**config.mk**
```make
export PLATFORM = sky130hd
export DESIGN_NAME = div_ctrl_flat
export DESIGN_NICKNAME = d
export VERILOG_FILES = /design/src/rtl/div_ctrl_pkg.sv /design/src/rtl/div_ctrl_if.sv /design/src/rtl/div_step.sv /design/src/rtl/div_ctrl.sv /design/src/flat_wrapper.sv
export SDC_FILE = /design/constraint.sdc
export NUM_CORES = 1
export LEC_CHECK = 0
export CORE_ASPECT_RATIO = 0.9
export CORE_UTILIZATION = 50
export DETAILED_ROUTE_END_ITERATION = 10
export HOLD_SLACK_MARGIN = 0.06
export PLACE_DENSITY = 0.71
export SETUP_SLACK_MARGIN = 0.1
export SYNTH_ARGS = -nofsm -noshare
export SYNTH_HDL_FRONTEND = slang
export SYNTH_SLANG_ARGS = --single-unit
```
**constraint.sdc**
```tcl
create_clock -name clock -period 8.9 [get_ports clock]
set_input_delay 1.335 -clock clock [delete_from_list [all_inputs] [get_ports clock]]
set_output_delay 1.335 -clock clock [all_outputs]
set_load 0.01 [all_outputs]
```
**src/rtl/div_ctrl_pkg.sv**
```systemverilog
// Shared constants for the multi-cycle signed divider: widths, state encoding
// and latency figures used by the controller and its environment.
package div_ctrl_pkg;

   localparam int unsigned DIV_WIDTH   = 32;
   localparam int unsigned DIV_CNT_W   = 5;
   localparam int unsigned DIV_ITER    = 32;
   localparam int unsigned DIV_LATENCY = 34;

   typedef logic [1:0] state_t;

   localparam state_t S_IDLE = 2'd0;
   localparam state_t S_CALC = 2'd1;
   localparam state_t S_FIX  = 2'd2;

   // The unused encoding 2'd3 behaves exactly like IDLE.
   function automatic state_t decode_state(input state_t s);
      return (s == 2'd3) ? S_IDLE : s;
   endfunction

endpackage

```
**src/rtl/div_ctrl_if.sv**
```systemverilog
// Start/ready handshake between the execute-stage stall logic (master)
// and the divider controller (slave).
interface div_ctrl_if #(
   parameter int unsigned WIDTH = 32
) ();

   logic             ctrl_DIV;
   logic [WIDTH-1:0] data_operandA;
   logic [WIDTH-1:0] data_operandB;
   logic [WIDTH-1:0] data_result;
   logic             data_exception;
   logic             data_resultRDY;
   logic             busy;

   modport master (
      output ctrl_DIV,
      output data_operandA,
      output data_operandB,
      input  data_result,
      input  data_exception,
      input  data_resultRDY,
      input  busy
   );

   modport slave (
      input  ctrl_DIV,
      input  data_operandA,
      input  data_operandB,
      output data_result,
      output data_exception,
      output data_resultRDY,
      output busy
   );

endinterface

```
**src/rtl/div_step.sv**
```systemverilog
// One restoring-division iteration: shift {R,Q} left, trial-subtract the
// divisor using the 32-bit subtractor plus an explicit 33rd borrow bit.
module div_step #(
   parameter int unsigned WIDTH = 32
) (
   input  logic [WIDTH-1:0] rem_i,
   input  logic [WIDTH-1:0] quo_i,
   input  logic [WIDTH-1:0] div_i,
   output logic [WIDTH-1:0] rem_c_o,
   output logic [WIDTH-1:0] quo_c_o,
   output logic             borrow_c_o
);

   logic [WIDTH:0] shift_c;
   logic [WIDTH:0] sub_c;

   // A set shift_c[WIDTH] means R' >= 2^WIDTH > D, so the 32-bit borrow is cancelled.
   always_comb begin
      shift_c    = {rem_i, quo_i[WIDTH-1]};
      sub_c      = {1'b0, shift_c[WIDTH-1:0]} - {1'b0, div_i};
      borrow_c_o = sub_c[WIDTH] & ~shift_c[WIDTH];
      rem_c_o    = borrow_c_o ? shift_c[WIDTH-1:0] : sub_c[WIDTH-1:0];
      quo_c_o    = {quo_i[WIDTH-2:0], ~borrow_c_o};
   end

endmodule

```
**src/rtl/div_ctrl.sv**
```systemverilog
// Signed 32-bit restoring divider controller: sequences 32 iterations of
// div_step, applies the result sign, and reports via a start/ready handshake.
module div_ctrl
   import div_ctrl_pkg::*;
#(
   parameter int unsigned WIDTH = DIV_WIDTH,
   parameter int unsigned CNT_W = DIV_CNT_W
) (
   input  logic        clock,
   input  logic        reset,
   div_ctrl_if.slave   bus
);

   state_t           state_q, state_d, st_c;
   logic [CNT_W-1:0] cnt_q, cnt_d;
   logic [WIDTH-1:0] r_q, r_d;
   logic [WIDTH-1:0] q_q, q_d;
   logic [WIDTH-1:0] d_q, d_d;
   logic [WIDTH-1:0] res_q, res_d;
   logic             sign_q, sign_d;
   logic             exc_q, exc_d;
   logic             rdy_q, rdy_d;

   logic [WIDTH-1:0] neg_in_c, neg_c, neg_b_c;
   logic [WIDTH-1:0] step_r_c, step_q_c;
   logic             unused_borrow_c;
   logic             start_c, div_zero_c;

   assign st_c       = decode_state(state_q);
   assign start_c    = bus.ctrl_DIV;
   assign div_zero_c = (bus.data_operandB == '0);

   div_step #(.WIDTH(WIDTH)) u_step (
      .rem_i      (r_q),
      .quo_i      (q_q),
      .div_i      (d_q),
      .rem_c_o    (step_r_c),
      .quo_c_o    (step_q_c),
      .borrow_c_o (unused_borrow_c)
   );

   // Shared negator: |A| while idle, final sign fix of Q in FIX.
   always_comb begin
      neg_in_c = bus.data_operandA;
      if (st_c == S_FIX) begin
         neg_in_c = q_q;
      end
      neg_c   = WIDTH'(0) - neg_in_c;
      neg_b_c = WIDTH'(0) - bus.data_operandB;
   end

   always_ff @(posedge clock or negedge reset) begin
      if (!reset) begin
         state_q <= S_IDLE;
      end else begin
         state_q <= state_d;
      end
   end

   always_comb begin
      state_d = st_c;
      case (st_c)
         S_IDLE: begin
            if (start_c && !div_zero_c) begin
               state_d = S_CALC;
            end
         end
         S_CALC: begin
            if (cnt_q == CNT_W'(WIDTH - 1)) begin
               state_d = S_FIX;
            end
         end
         S_FIX:   state_d = S_IDLE;
         default: state_d = S_IDLE;
      endcase
   end

   always_comb begin
      cnt_d  = cnt_q;
      r_d    = r_q;
      q_d    = q_q;
      d_d    = d_q;
      sign_d = sign_q;
      res_d  = res_q;
      exc_d  = exc_q;
      rdy_d  = 1'b0;
      case (st_c)
         S_IDLE: begin
            if (start_c) begin
               if (div_zero_c) begin
                  res_d = '0;
                  exc_d = 1'b1;
                  rdy_d = 1'b1;
               end else begin
                  sign_d = bus.data_operandA[WIDTH-1] ^ bus.data_operandB[WIDTH-1];
                  q_d    = bus.data_operandA[WIDTH-1] ? neg_c : bus.data_operandA;
                  d_d    = bus.data_operandB[WIDTH-1] ? neg_b_c : bus.data_operandB;
                  r_d    = '0;
                  cnt_d  = '0;
               end
            end
         end
         S_CALC: begin
            r_d   = step_r_c;
            q_d   = step_q_c;
            cnt_d = cnt_q + CNT_W'(1);
         end
         S_FIX: begin
            res_d = sign_q ? neg_c : q_q;
            exc_d = 1'b0;
            rdy_d = 1'b1;
         end
         default: ;
      endcase
   end

   always_ff @(posedge clock or negedge reset) begin
      if (!reset) begin
         cnt_q  <= '0;
         r_q    <= '0;
         q_q    <= '0;
         d_q    <= '0;
         sign_q <= 1'b0;
         res_q  <= '0;
         exc_q  <= 1'b0;
         rdy_q  <= 1'b0;
      end else begin
         cnt_q  <= cnt_d;
         r_q    <= r_d;
         q_q    <= q_d;
         d_q    <= d_d;
         sign_q <= sign_d;
         res_q  <= res_d;
         exc_q  <= exc_d;
         rdy_q  <= rdy_d;
      end
   end

   assign bus.data_result    = res_q;
   assign bus.data_exception = exc_q;
   assign bus.data_resultRDY = rdy_q;
   assign bus.busy           = (st_c != S_IDLE);

endmodule
```
**src/flat_wrapper.sv**
```systemverilog
// flat-port wrapper written by rule: the top's interface ports become plain ports
module div_ctrl_flat import div_ctrl_pkg::*;
#(
   parameter int unsigned WIDTH = DIV_WIDTH,
   parameter int unsigned CNT_W = DIV_CNT_W
)
  (clock, reset, bus_ctrl_DIV, bus_data_operandA, bus_data_operandB, bus_data_result, bus_data_exception, bus_data_resultRDY, bus_busy);
  div_ctrl_if #(.WIDTH(WIDTH)) bus_i ();
  input  logic clock;
  input  logic reset;
  input wire logic [$bits(bus_i.ctrl_DIV)-1:0] bus_ctrl_DIV;
  input wire logic [$bits(bus_i.data_operandA)-1:0] bus_data_operandA;
  input wire logic [$bits(bus_i.data_operandB)-1:0] bus_data_operandB;
  output wire logic [$bits(bus_i.data_result)-1:0] bus_data_result;
  output wire logic [$bits(bus_i.data_exception)-1:0] bus_data_exception;
  output wire logic [$bits(bus_i.data_resultRDY)-1:0] bus_data_resultRDY;
  output wire logic [$bits(bus_i.busy)-1:0] bus_busy;
  assign bus_i.ctrl_DIV = bus_ctrl_DIV;
  assign bus_i.data_operandA = bus_data_operandA;
  assign bus_i.data_operandB = bus_data_operandB;
  assign bus_data_result = bus_i.data_result;
  assign bus_data_exception = bus_i.data_exception;
  assign bus_data_resultRDY = bus_i.data_resultRDY;
  assign bus_busy = bus_i.busy;
  div_ctrl #(.WIDTH(WIDTH), .CNT_W(CNT_W)) u_core (.clock(clock), .reset(reset), .bus(bus_i));
endmodule
```
==> results.py <==
metrics = {
    "global_routing": {
        "grt_max_degree": 90,
        "antenna_found_initial": 0,
        "gr-usage-all-layers_pct": 27.3,
        "grt_pass1_wl_um": 45400,
        "grt_overflow": 0,
        "grt_pass1_vias": 8786,
    },
    "clocking": {
        "clockBufferDepth": 2,
        "insertion_delay_ps": 430,
        "cts_setup_buffers": 0,
        "ctsHoldBuffers": 0,
        "tritoncts": "done",
        "clock_sinks": 138,
        "cts-buffers-inserted": 17,
        "root_buffer": "clkbuf_16",
        "clk_pin_slew_ps": 60,
        "cts_max_level": 4,
        "ctsResizeCount": 0,
    },
    "logic_synthesis": {
        "synth_seq_area_share_pct": 34.0,
        "ys.warnings.count": 0,
        "synth_common_cells": "163 x nand2_1, 163 x o21ai_0, 138 x dfrtp_1",
        "ys_ff_latch": 138,
        "synth.distinct_cells": 79,
        "synth_top_area_share_pct": 34.0,
        "synth_ff_type": "dfrtp_1",
        "synthesis.nets": 1342,
        "synth_top_area_cell": "dfrtp_1",
        "synth_edf_count": 0,
        "synth_cells": 1235,
        "synthTopCellsByArea": "dfrtp_1 34%, o21ai_0 8.0%, nand2_1 6.0%, ha_1 4.8%, xor2_1 4.6%",
        "async_reset_ff_share_pct": 100,
        "synth.avg_cell_area_um2": 8.23,
        "synthesis.area_um2": 10200,
    },
    "drt": {
        "firstDrtPassIters": 8,
        "drc": 11,
        "routed_wl_um": 27500,
        "viasPerCell": 6.01,
        "wire_per_inst_um": 17.8,
        "drtAntennaViolNets": 0,
        "drt_iter0_markers": 773,
        "vias": 9288,
    },
    "sta": {
        "setup-tns-final_ps": 0,
        "finalCritPeriodShare_pct": 56.2,
        "rsz0062_at_grt": "false",
        "slew_headroom_pct": 26.7,
        "report.final.hold_viol_count": 0,
        "fmax_ghz": 0.200,
        "tightest_slew_ps": 1100,
        "period_needed_ps": 5000,
        "holdWs_ps": 476,
        "slew_violations": 0,
        "setup_viol": 0,
        "clock_skew_ps": 10.6,
    },
    "die": {
        "rows": 49,
        "dieHeight_um": 137,
        "fp.dieArea_um2": 20900,
        "die_w_um": 152,
        "ios": 102,
        "core_um2": 19900,
        "initial_core_util_pct": 51.0,
    },
    "placed_design": {
        "dp_hpwl_um": 19200,
        "gp_congestion": 0.887,
        "place_area_um2": 11300,
        "port_buffers": 101,
        "dp_cells": 1516,
    },
    "flow_run": {
        "maxCapViolations": 0,
    },
    "finish": {
        "n_fill_cell": 1804,
        "antennaDiodeCount": 0,
        "nNetsFinal": 1387,
        "final-instance-count-excl-fill": 1546,
        "finalInstanceArea_um2": 11900,
        "syn_to_final_growth_pct": 17.1,
        "multi_input_area_um2": 6210,
        "drive_gt1_share_pct": 5.89,
        "regArea_um2": 3450,
    },
    "status": {
        "violations": "design-rule violations",
        "status": "finished with violations",
    },
    "setup_path": {
        "critPathArrivalTime_ps": 5280,
        "max_stage_delay_ps": 620,
        "critPathMaxFanout": 63,
        "critPathLaunchType": "primary input",
        "worstPathRequired_ps": 9180,
        "crit_type": "in -> reg",
        "crit_path_end_kind": "register",
        "cpMaxStageDelayCell": "buf_4",
        "worstPathCellList": "clkdlybuf4s50_1 > or4_1 > nor4_1 > or4b_1 > o31a_1 > a21oi_4 > buf_4 > nor2b_1 > xnor2_1 > nor2_1",
    },
    "worst_hold_path": {
        "hold_class": "reg -> reg",
    },
    "power_and_ir_drop": {
        "power_uw": 3680,
        "ir_worst_vdd_uv": 172,
        "powerDensity_nw_per_um2": 310,
        "p_leak_uw": 0.00500,
    },
}
power by group:
group          switching (uW)  total, uW  internal (uW)  leakage [uW]
Clock                     278        779            501      0.000312
Combinational            1070       1850            786       0.00289
Sequential                225       1050            827       0.00179
path summary, 6_finish.rpt:
kind	start	to	depth (start not counted)	slack, ps
max	bus_data_operandB[14]	u_core.cnt_q[2]	10	3900
min	u_core.bus.data_result[17]	u_core.bus.data_result[17]	2	480
max reg2reg	u_core.state_q[0]	u_core.bus.data_result[31]	12	4310
min reg2reg	u_core.bus.data_result[17]	u_core.bus.data_result[17]	2	480
max in group asynchronous	reset	u_core.bus.data_result[18]	2	6700
min in group asynchronous	reset	u_core.bus.data_result[6]	1	980
metal layers:
| metal | wire length (um) | up-vias | part of all wire [%] | track usage, % |
|---|---|---|---|---|
| li1 | - | 4521 | - | - |
| met1 | 12600 | 4383 | 46 | 36.6 |
| met2 | 12500 | 337 | 46 | 45.0 |
| met5 | 0 | - | 0 | 0 |
| met4 | 779 | 0 | 2.8 | 10.8 |
| met3 | 1570 | 47 | 5.7 | 3.90 |
final cells by class:
class,instances,area share (%)
Clock inverter,12,1.67
Sequential cell,138,29.0
Clock buffer,18,3.69
Multi-Input combinational cell,963,52.3
Timing Repair Buffer,111,9.10
Tap cell,255,2.68
Inverter,49,1.55
worst max-delay path, delay by kind of cell:
family,cells,cell delay (ps)
AOI/OAI and AO/OA,2,830
xor gates and xnor gates,1,160
buffers and inverters,2,1100
and+or+nand+nor,5,1840
state kept, by name, indices dropped and copies added (netlist names):
name and cells:
u_core.cnt_q 5, u_core.bus.data_exception 1, u_core.r_q 32, u_core.sign_q 1, u_core.d_q 32, u_core.state_q 2
u_core.bus.data_result 32, u_core.q_q 32, u_core.bus.data_resultRDY 1
logic make-up (layout without fill, tap and decap cells):
kind of cell | Yosys count | count (layout) | synth area share (%)
flops | 138 | 138 | 34.0
mux | 35 | 35 | 3.55
fa+ha+maj | 40 | 40 | 5.00
compound gates | 408 | 408 | 25.5
buf+inv | 134 | 190 | 5.35
simple gates | 375 | 375 | 17.6
xor+xnor | 105 | 105 | 9.05
through the flow:
stage | setup WS (ps) | utilization [%]
3_3_place_gp | 3620 | 56.5
2_1_floorplan | 4430 | -
4_1_cts | 3940 | 59.7
5_1_grt | 3570 | 59.7
6_report | 3900 | 59.7
3_5_place_dp | 3520 | 56.5
cells in the final DEF, fill, tap and decap left out, types with 12 or more instances in the layout:
| cell type | n |
|---|---|
| a211oi_1 | 17 |
| a21o_1 | 20 |
| a21oi_1 | 65 |
| a221o_1 | 15 |
| a22oi_1 | 12 |
| a32oi_1 | 12 |
| clkbuf_16 | 17 |
| clkdlybuf4s50_1 | 99 |
| dfrtp_1 | 138 |
| ha_1 | 38 |
| inv_1 | 48 |
| mux2i_1 | 31 |
| nand2_1 | 163 |
| nand3_1 | 15 |
| nor2_1 | 78 |
| nor2b_1 | 12 |
| nor3_1 | 33 |
| o21ai_0 | 163 |
| o31ai_1 | 12 |
| xnor2_1 | 52 |
| xor2_1 | 53 |
Note: power is estimated with default switching activity, not from simulation.
